--- src/rtl/viterbi_seq.sv ---
// Frame sequencer for the rate-1/2 Viterbi decoder: registers received pairs onto the
// branch-metric bus, strobes ACS/survivor writes per symbol and launches traceback per frame.
module viterbi_seq #(
    parameter int ADDR_W = 4,
    parameter int FCNT_W = 8
) (
    input  logic              clk,
    input  logic              rst,
    input  logic              in_valid,
    output logic              in_ready,
    input  logic [1:0]        in_pair,
    output logic [1:0]        bmc_pair,
    output logic              acs_en,
    output logic              acs_init,
    output logic              wr_en,
    output logic [ADDR_W-1:0] wr_addr,
    output logic              tb_start,
    output logic [ADDR_W-1:0] tb_addr,
    input  logic              tb_done,
    output logic              busy,
    output logic [FCNT_W-1:0] frame_cnt
);

    typedef enum logic [2:0] {
        IDLE,
        RUN,
        DRAIN,
        LAUNCH,
        WAIT_TB
    } state_t;

    state_t            state;
    state_t            next_state;
    logic [ADDR_W-1:0] sym_cnt;
    logic              accept;
    logic              last_sym;
    logic              tb_finish;

    assign accept    = in_valid & in_ready;
    assign last_sym  = (sym_cnt == '1);
    assign tb_finish = (state == WAIT_TB) & tb_done;
    assign tb_addr   = '1;

    always_ff @(posedge clk) begin
        if (rst) begin
            state <= IDLE;
        end else begin
            state <= next_state;
        end
    end

    always_comb begin
        next_state = state;
        case (state)
            IDLE: begin
                if (accept) begin
                    next_state = last_sym ? DRAIN : RUN;
                end
            end
            RUN: begin
                if (accept && last_sym) begin
                    next_state = DRAIN;
                end
            end
            DRAIN:   next_state = LAUNCH;
            LAUNCH:  next_state = WAIT_TB;
            WAIT_TB: begin
                if (tb_done) begin
                    next_state = IDLE;
                end
            end
            default: next_state = IDLE;
        endcase
    end

    always_comb begin
        in_ready = 1'b0;
        busy     = 1'b1;
        case (state)
            IDLE: begin
                in_ready = 1'b1;
                busy     = 1'b0;
            end
            RUN:     in_ready = 1'b1;
            default: in_ready = 1'b0;
        endcase
    end

    // Strobes trail the accepting edge by one cycle; tb_start is launched from DRAIN so it
    // is high exactly during LAUNCH.
    always_ff @(posedge clk) begin
        if (rst) begin
            sym_cnt   <= '0;
            frame_cnt <= '0;
            bmc_pair  <= '0;
            acs_en    <= 1'b0;
            acs_init  <= 1'b0;
            wr_en     <= 1'b0;
            wr_addr   <= '0;
            tb_start  <= 1'b0;
        end else begin
            acs_en   <= accept;
            wr_en    <= accept;
            acs_init <= accept && (sym_cnt == '0);
            tb_start <= (state == DRAIN);
            if (accept) begin
                bmc_pair <= in_pair;
                wr_addr  <= sym_cnt;
                sym_cnt  <= sym_cnt + ADDR_W'(1);
            end
            if (tb_finish) begin
                frame_cnt <= frame_cnt + FCNT_W'(1);
                sym_cnt   <= '0;
            end
        end
    end

endmodule

--- config.mk ---
export PLATFORM = sky130hd
export DESIGN_NAME = viterbi_seq
export DESIGN_NICKNAME = d
export VERILOG_FILES = /design/src/rtl/viterbi_seq.sv
export SDC_FILE = /design/constraint.sdc
export NUM_CORES = 1
export LEC_CHECK = 0
export ABC_CLOCK_PERIOD_IN_PS = 1700
export CAP_MARGIN = 25
export CORE_MARGIN = 2
export CORE_UTILIZATION = 46
export CTS_CLUSTER_DIAMETER = 30
export DETAILED_ROUTE_END_ITERATION = 12
export PLACE_DENSITY = 0.78
export SYNTH_ARGS = -nofsm -noshare
export SYNTH_HDL_FRONTEND = slang
export SYNTH_SLANG_ARGS = --single-unit
export TNS_END_PERCENT = 1
--- constraint.sdc ---
create_clock -name clk -period 1.7 [get_ports clk]
set_input_delay 0.425 -clock clk [delete_from_list [all_inputs] [get_ports clk]]
set_output_delay 0.425 -clock clk [all_outputs]
set_load 0.1 [all_outputs]
==> out/metrics.yaml, run 1 <==
placed_design:
  place_inst: 181
  post_dp_cell_area_um2: 1600
  finalWeightedCongestion: 0.778
  post-dp-hpwl_um: 1880
  port_buffers: 25
drt:
  drc: 0
  finalWirelength_um: 2420
  num_vias: 1013
  drt_iter0_markers: 16
  wl_per_cell_um: 12.9
  dr.pass1.iters: 4
  viasPerCell: 5.42
  ant_nets: 0
grt:
  overflow: 0
  antenna_found_initial: 0
  grt_pass1_vias: 936
  track_usage_pct: 19.6
  grt_max_degree: 14
  grt_first_pass_wirelength_um: 4050
floorplan:
  die_h_um: 52.8
  initial_core_util_pct: 49.1
  die_w_um: 52.8
  ios: 30
  num_rows: 17
  core_um2: 2230
  dieArea_um2: 2790
timing:
  finalCritPeriodShare_pct: 97.3
  hold_slack_ps: 503
  skew_ps: 2.69
  hold_viol_final: 0
  fin_crit_ps: 1650
  setup_violations: 0
  rsz0062_at_grt: "false"
  finalMaxSlewViolations: 0
  max_freq_mhz: 605
synth:
  synth.avg_cell_area_um2: 8.63
  synth_edf_count: 0
  yosysWarnings: 0
  synth_top_cell_by_area: "dfxtp_1"
  synthTopCellsByArea: "dfxtp_1, a21oi_1, nand2_1"
  synth_seq_cells: 24
  ys_top_cells_by_count: "dfxtp_1, nand2_1, a21oi_1, or3_1"
  yosysMostFrequentCell: "dfxtp_1"
  synth_ff_type: "dfxtp_1"
  synthCells: 127
  async_flop_share_pct: 0
  synth-seq-area-share_pct: 43.8
  ys_types: 32
  syn-cell-area_um2: 1100
  synth_top_cell_area_share_pct: 43.8
setup_path:
  cp.arrival_ps: 1230
  worstPathRequired_ps: 1270
  critPathKind: "flop to output pin"
  start_kind: "flop"
  worstPathMaxFanout: 8
  cp-end-kind: "output pin"
clocking:
  cts_tree: "yes"
  cts_htree_levels: 1
  cts_hold_buf: 0
  cts_sinks: 24
  root_buffer: "clkbuf_4"
  clk_latency_ps: 310
  cts_buffer_depth: 2
  cts_buffers: 3
  clkTransAtPathRegs_ps: 120
final_layout:
  stdcell_area_um2: 1670
  drive_gt1_share_pct: 30.8
  area_delta_synth_final_pct: 52.2
  num_antenna_cells: 0
  finalNetCount: 169
  final_cells: 187
  fillers: 161
min_path:
  holdCritPathClass: "flop to flop"
pwr:
  ir_drop_mv: 0.738
  powerDensity_nw_per_um2: 821
  power_leakage_uw: 0.000648
outcome:
  status: "finished, final reports clean"
run:
  drv_cap: 0
-- logic make-up after synthesis --
| family | synth area share (%) |
|---|---|
| DFF | 43.8 |
| other | 0.342 |
| adders and majority gates | 3.43 |
| xor gates and xnor gates | 0.799 |
| muxes | 2.85 |
| AOI/OAI and AO/OA | 13.0 |
| buffers and inverters | 7.65 |
| and+or+nand+nor | 28.1 |
-- repair_timing --
action / CTS / global route
pin swaps: 0 / 1
endpoints found under the setup margin: 1 / 1
resized for setup: 6 / 0
setup buffers: 2 / 0
-- flip-flops by register name, indices dropped and copies added (netlist names) --
name	flops
wr_en	1
bmc_pair	2
state	3
acs_init	1
wr_addr	4
frame_cnt	8
tb_start	1
sym_cnt	4
-- worst paths after layout --
kind	slack (ps)	end	depth (start not counted)	start
max	50	in_ready	4	state[2]$_SDFFE_PP0P_
min	500	wr_addr[0]$_SDFFE_PP0P_	2	wr_addr[0]$_SDFFE_PP0P_
max reg2reg	80	sym_cnt[3]$_SDFFE_PP0P_	5	state[2]$_SDFFE_PP0P_
min reg2reg	500	wr_addr[0]$_SDFFE_PP0P_	2	wr_addr[0]$_SDFFE_PP0P_
-- final cells by class --
cell class              instances  area [um2]  area share, %
clock buffers                   4        36.3           2.18
well taps                      28        35.0           2.10
multi-input cells              91         556           33.3
flip-flops and latches         24         493           29.6
inverters                       4        15.0          0.900
repair buffers                 36         533           32.0
-- stage by stage --
step                      TNS (ps)  setup slack [ps]  total power [uW]  util [%]
after floorplan               -208             -81.2               925         -
after global placement       -1450              -172              1060      71.7
after detailed placement     -2020              -223              1070      71.7
after CTS                        0              23.7              1380      74.7
after global routing             0             0.435              1430      74.7
final                            0              46.6              1370      74.7
-- layer usage --
metal / GRT usage [%] / vias up / wire length [um]
li1: - / 497 / -
met4: 9.83 / 0 / 40
met3: 2.00 / 5 / 75
met1: 23.3 / 482 / 989
met5: 0 / - / 0
met2: 34.6 / 29 / 1310
-- critical path, cell delays in order, from the launching register on --
cell     delay (ps)
dfxtp_2         340
buf_4           140
buf_4           160
nor2_4          100
buf_12          180
-- report_power, final --
group | switching, uW | internal [uW] | leakage [uW] | total (uW)
Sequential | 27.6 | 590 | 0.000199 | 617
Clock | 160 | 131 | 0.0000210 | 291
Combinational | 293 | 168 | 0.000427 | 461
Total | 480 | 888 | 0.000648 | 1370
-- cell usage in the layout, fill, tap and decap left out, types with 4 or more instances in the layout --
master	n
or3_1	6
inv_1	4
dfxtp_2	7
o21ai_0	6
dfxtp_1	16
clkdlybuf4s50_1	5
a21oi_1	16
nand3_1	5
nand2_1	18
buf_4	11
nor2_1	5
conb_1	4
buf_12	20
(Power assumes the default switching activity.)
==> run 2, diff against run 1 <==
--- a/config.mk
+++ b/config.mk
@@ -12,6 +12,8 @@
 export CTS_CLUSTER_DIAMETER = 30
 export DETAILED_ROUTE_END_ITERATION = 12
 export PLACE_DENSITY = 0.78
+export RECOVER_POWER = 50
+export SKIP_CTS_REPAIR_TIMING = 1
 export SYNTH_ARGS = -nofsm -noshare
 export SYNTH_HDL_FRONTEND = slang
 export SYNTH_SLANG_ARGS = --single-unit
==> run 2 against run 1 <==
First-iteration DRC count rose by 13%. Clock power barely moved. Worst setup slack got worse by 18 ps. Fmax fell by 1.1%. Cell count rose by 0.53%. Combinational power fell by 4.8%. Utilization fell by 7.2 points. Sequential cell count did not move. Clock-buffer cell count did not move. Non-clock buffer count rose by 1. Worst hold slack got worse by 39 ps. Clock skew fell by 0.93 ps. Critical path type unchanged.
==> out/metrics.yaml, run 2 (same netlist as run 1, synthesis figures left out) <==
drt:
  ant_nets: 0
  wl_per_cell_um: 12.9
  finalWirelength_um: 2430
  viasPerCell: 5.37
  drc: 0
  num_vias: 1010
  drt_iter0_markers: 18
  dr.pass1.iters: 4
clocking:
  cts_buffer_depth: 2
  cts_htree_levels: 1
  cts_buffers: 3
  cts_sinks: 24
  clkTransAtPathRegs_ps: 120
  cts_tree: "yes"
  clk_latency_ps: 300
  root_buffer: "clkbuf_4"
setup_path:
  critPathKind: "flop to output pin"
  start_kind: "flop"
  worstPathMaxFanout: 4
  cp.arrival_ps: 1250
  cp-end-kind: "output pin"
  reg2reg_depth: 4
  worstPathRequired_ps: 1270
timing:
  skew_ps: 1.76
  rsz0062_at_grt: "true"
  max_slew_margin_pct: 62.9
  finalCritPeriodShare_pct: 98.3
  fin_crit_ps: 1670
  tightestPinTransition_ps: 556
  hold_viol_final: 0
  finalMaxSlewViolations: 0
  setup_violations: 0
  max_freq_mhz: 598
floorplan:
  die_h_um: 52.8
  num_rows: 17
  core_um2: 2230
  die_w_um: 52.8
  dieArea_um2: 2790
  initial_core_util_pct: 49.1
  ios: 30
final_layout:
  fin_util_pct: 67.5
  area_delta_synth_final_pct: 37.6
  mostFrequentLayoutCells: "dfxtp_1, nand2_1, a21oi_1"
  num_antenna_cells: 0
  finalNetCount: 170
  layout_commonest_cell: "dfxtp_1"
  reg_top3: "frame_cnt (8), sym_cnt (4), wr_addr (4)"
  drive_gt1_share_pct: 26.3
  stdcell_area_um2: 1510
  largest_reg_flops: 8
  regMostFlops: "frame_cnt"
placed_design:
  port_buffers: 25
  finalWeightedCongestion: 0.778
  post_dp_cell_area_um2: 1600
  post-dp-hpwl_um: 1880
pwr:
  powerDensity_nw_per_um2: 889
  p_total_uw: 1340
  ir_drop_mv: 0.704
  power_leakage_uw: 0.000607
outcome:
  status: "finished, final reports clean"
run:
  drv_cap: 0
grt:
  grt_pass1_vias: 925
  antenna_found_initial: 0
  grt_first_pass_wirelength_um: 4020
  overflow: 0
  grt_max_degree: 14
  track_usage_pct: 19.4
min_path:
  hold_depth: 2
  holdCritPathClass: "flop to flop"
==> run 2: cell type report <==
class / count / area (um2)
Clock buffer: 4 / 36.3
Fill cell: 186 / 726
Inverter: 4 / 15.0
Multi-Input combinational cell: 91 / 551
Sequential cell: 24 / 489
Tap cell: 28 / 35.0
Timing Repair Buffer: 37 / 382
==> run 2: metal layers <==
metal  global-route usage, %  share of wire (%)  up-vias
li1                        -                  -      499
met1                    23.4                 42      477
met2                    33.8                 53       30
met3                    2.00                3.0        4
met4                    9.83                1.4        0
met5                       0                  0        -
==> run 2: worst max-delay path: stages (launching register included) <==
cell     delay (ps)
dfxtp_4         370
or3_4           390
buf_12          170
==> run 2: path summary, 6_finish.rpt <==
check,from,slack [ps],endpoint
worst min register to register,wr_addr[0]$_SDFFE_PP0P_,460,wr_addr[0]$_SDFFE_PP0P_
worst max register to register,sym_cnt[0]$_SDFFE_PP0P_,100,state[0]$_SDFFE_PP0P_
worst min-delay path,wr_addr[0]$_SDFFE_PP0P_,460,wr_addr[0]$_SDFFE_PP0P_
worst max-delay path,state[0]$_SDFFE_PP0P_,30,busy
==> run 2: through the flow <==
step                      std cells  setup WS, ps  hold slack, ps  setup TNS, ps
after floorplan                 130         -81.2             471           -208
after global placement          181          -172             483          -1450
after detailed placement        181          -223             487          -2020
after CTS                       185          -158             508           -158
after global routing            188         -17.7             500          -27.5
final                           188          29.1             464              0
==> run 2: report_power, final <==
group          switching, uW  internal, uW  leakage, uW  total (uW)
registers               24.3           588     0.000197         613
logic                    292           147     0.000389         439
clock network            157           131    0.0000210         288
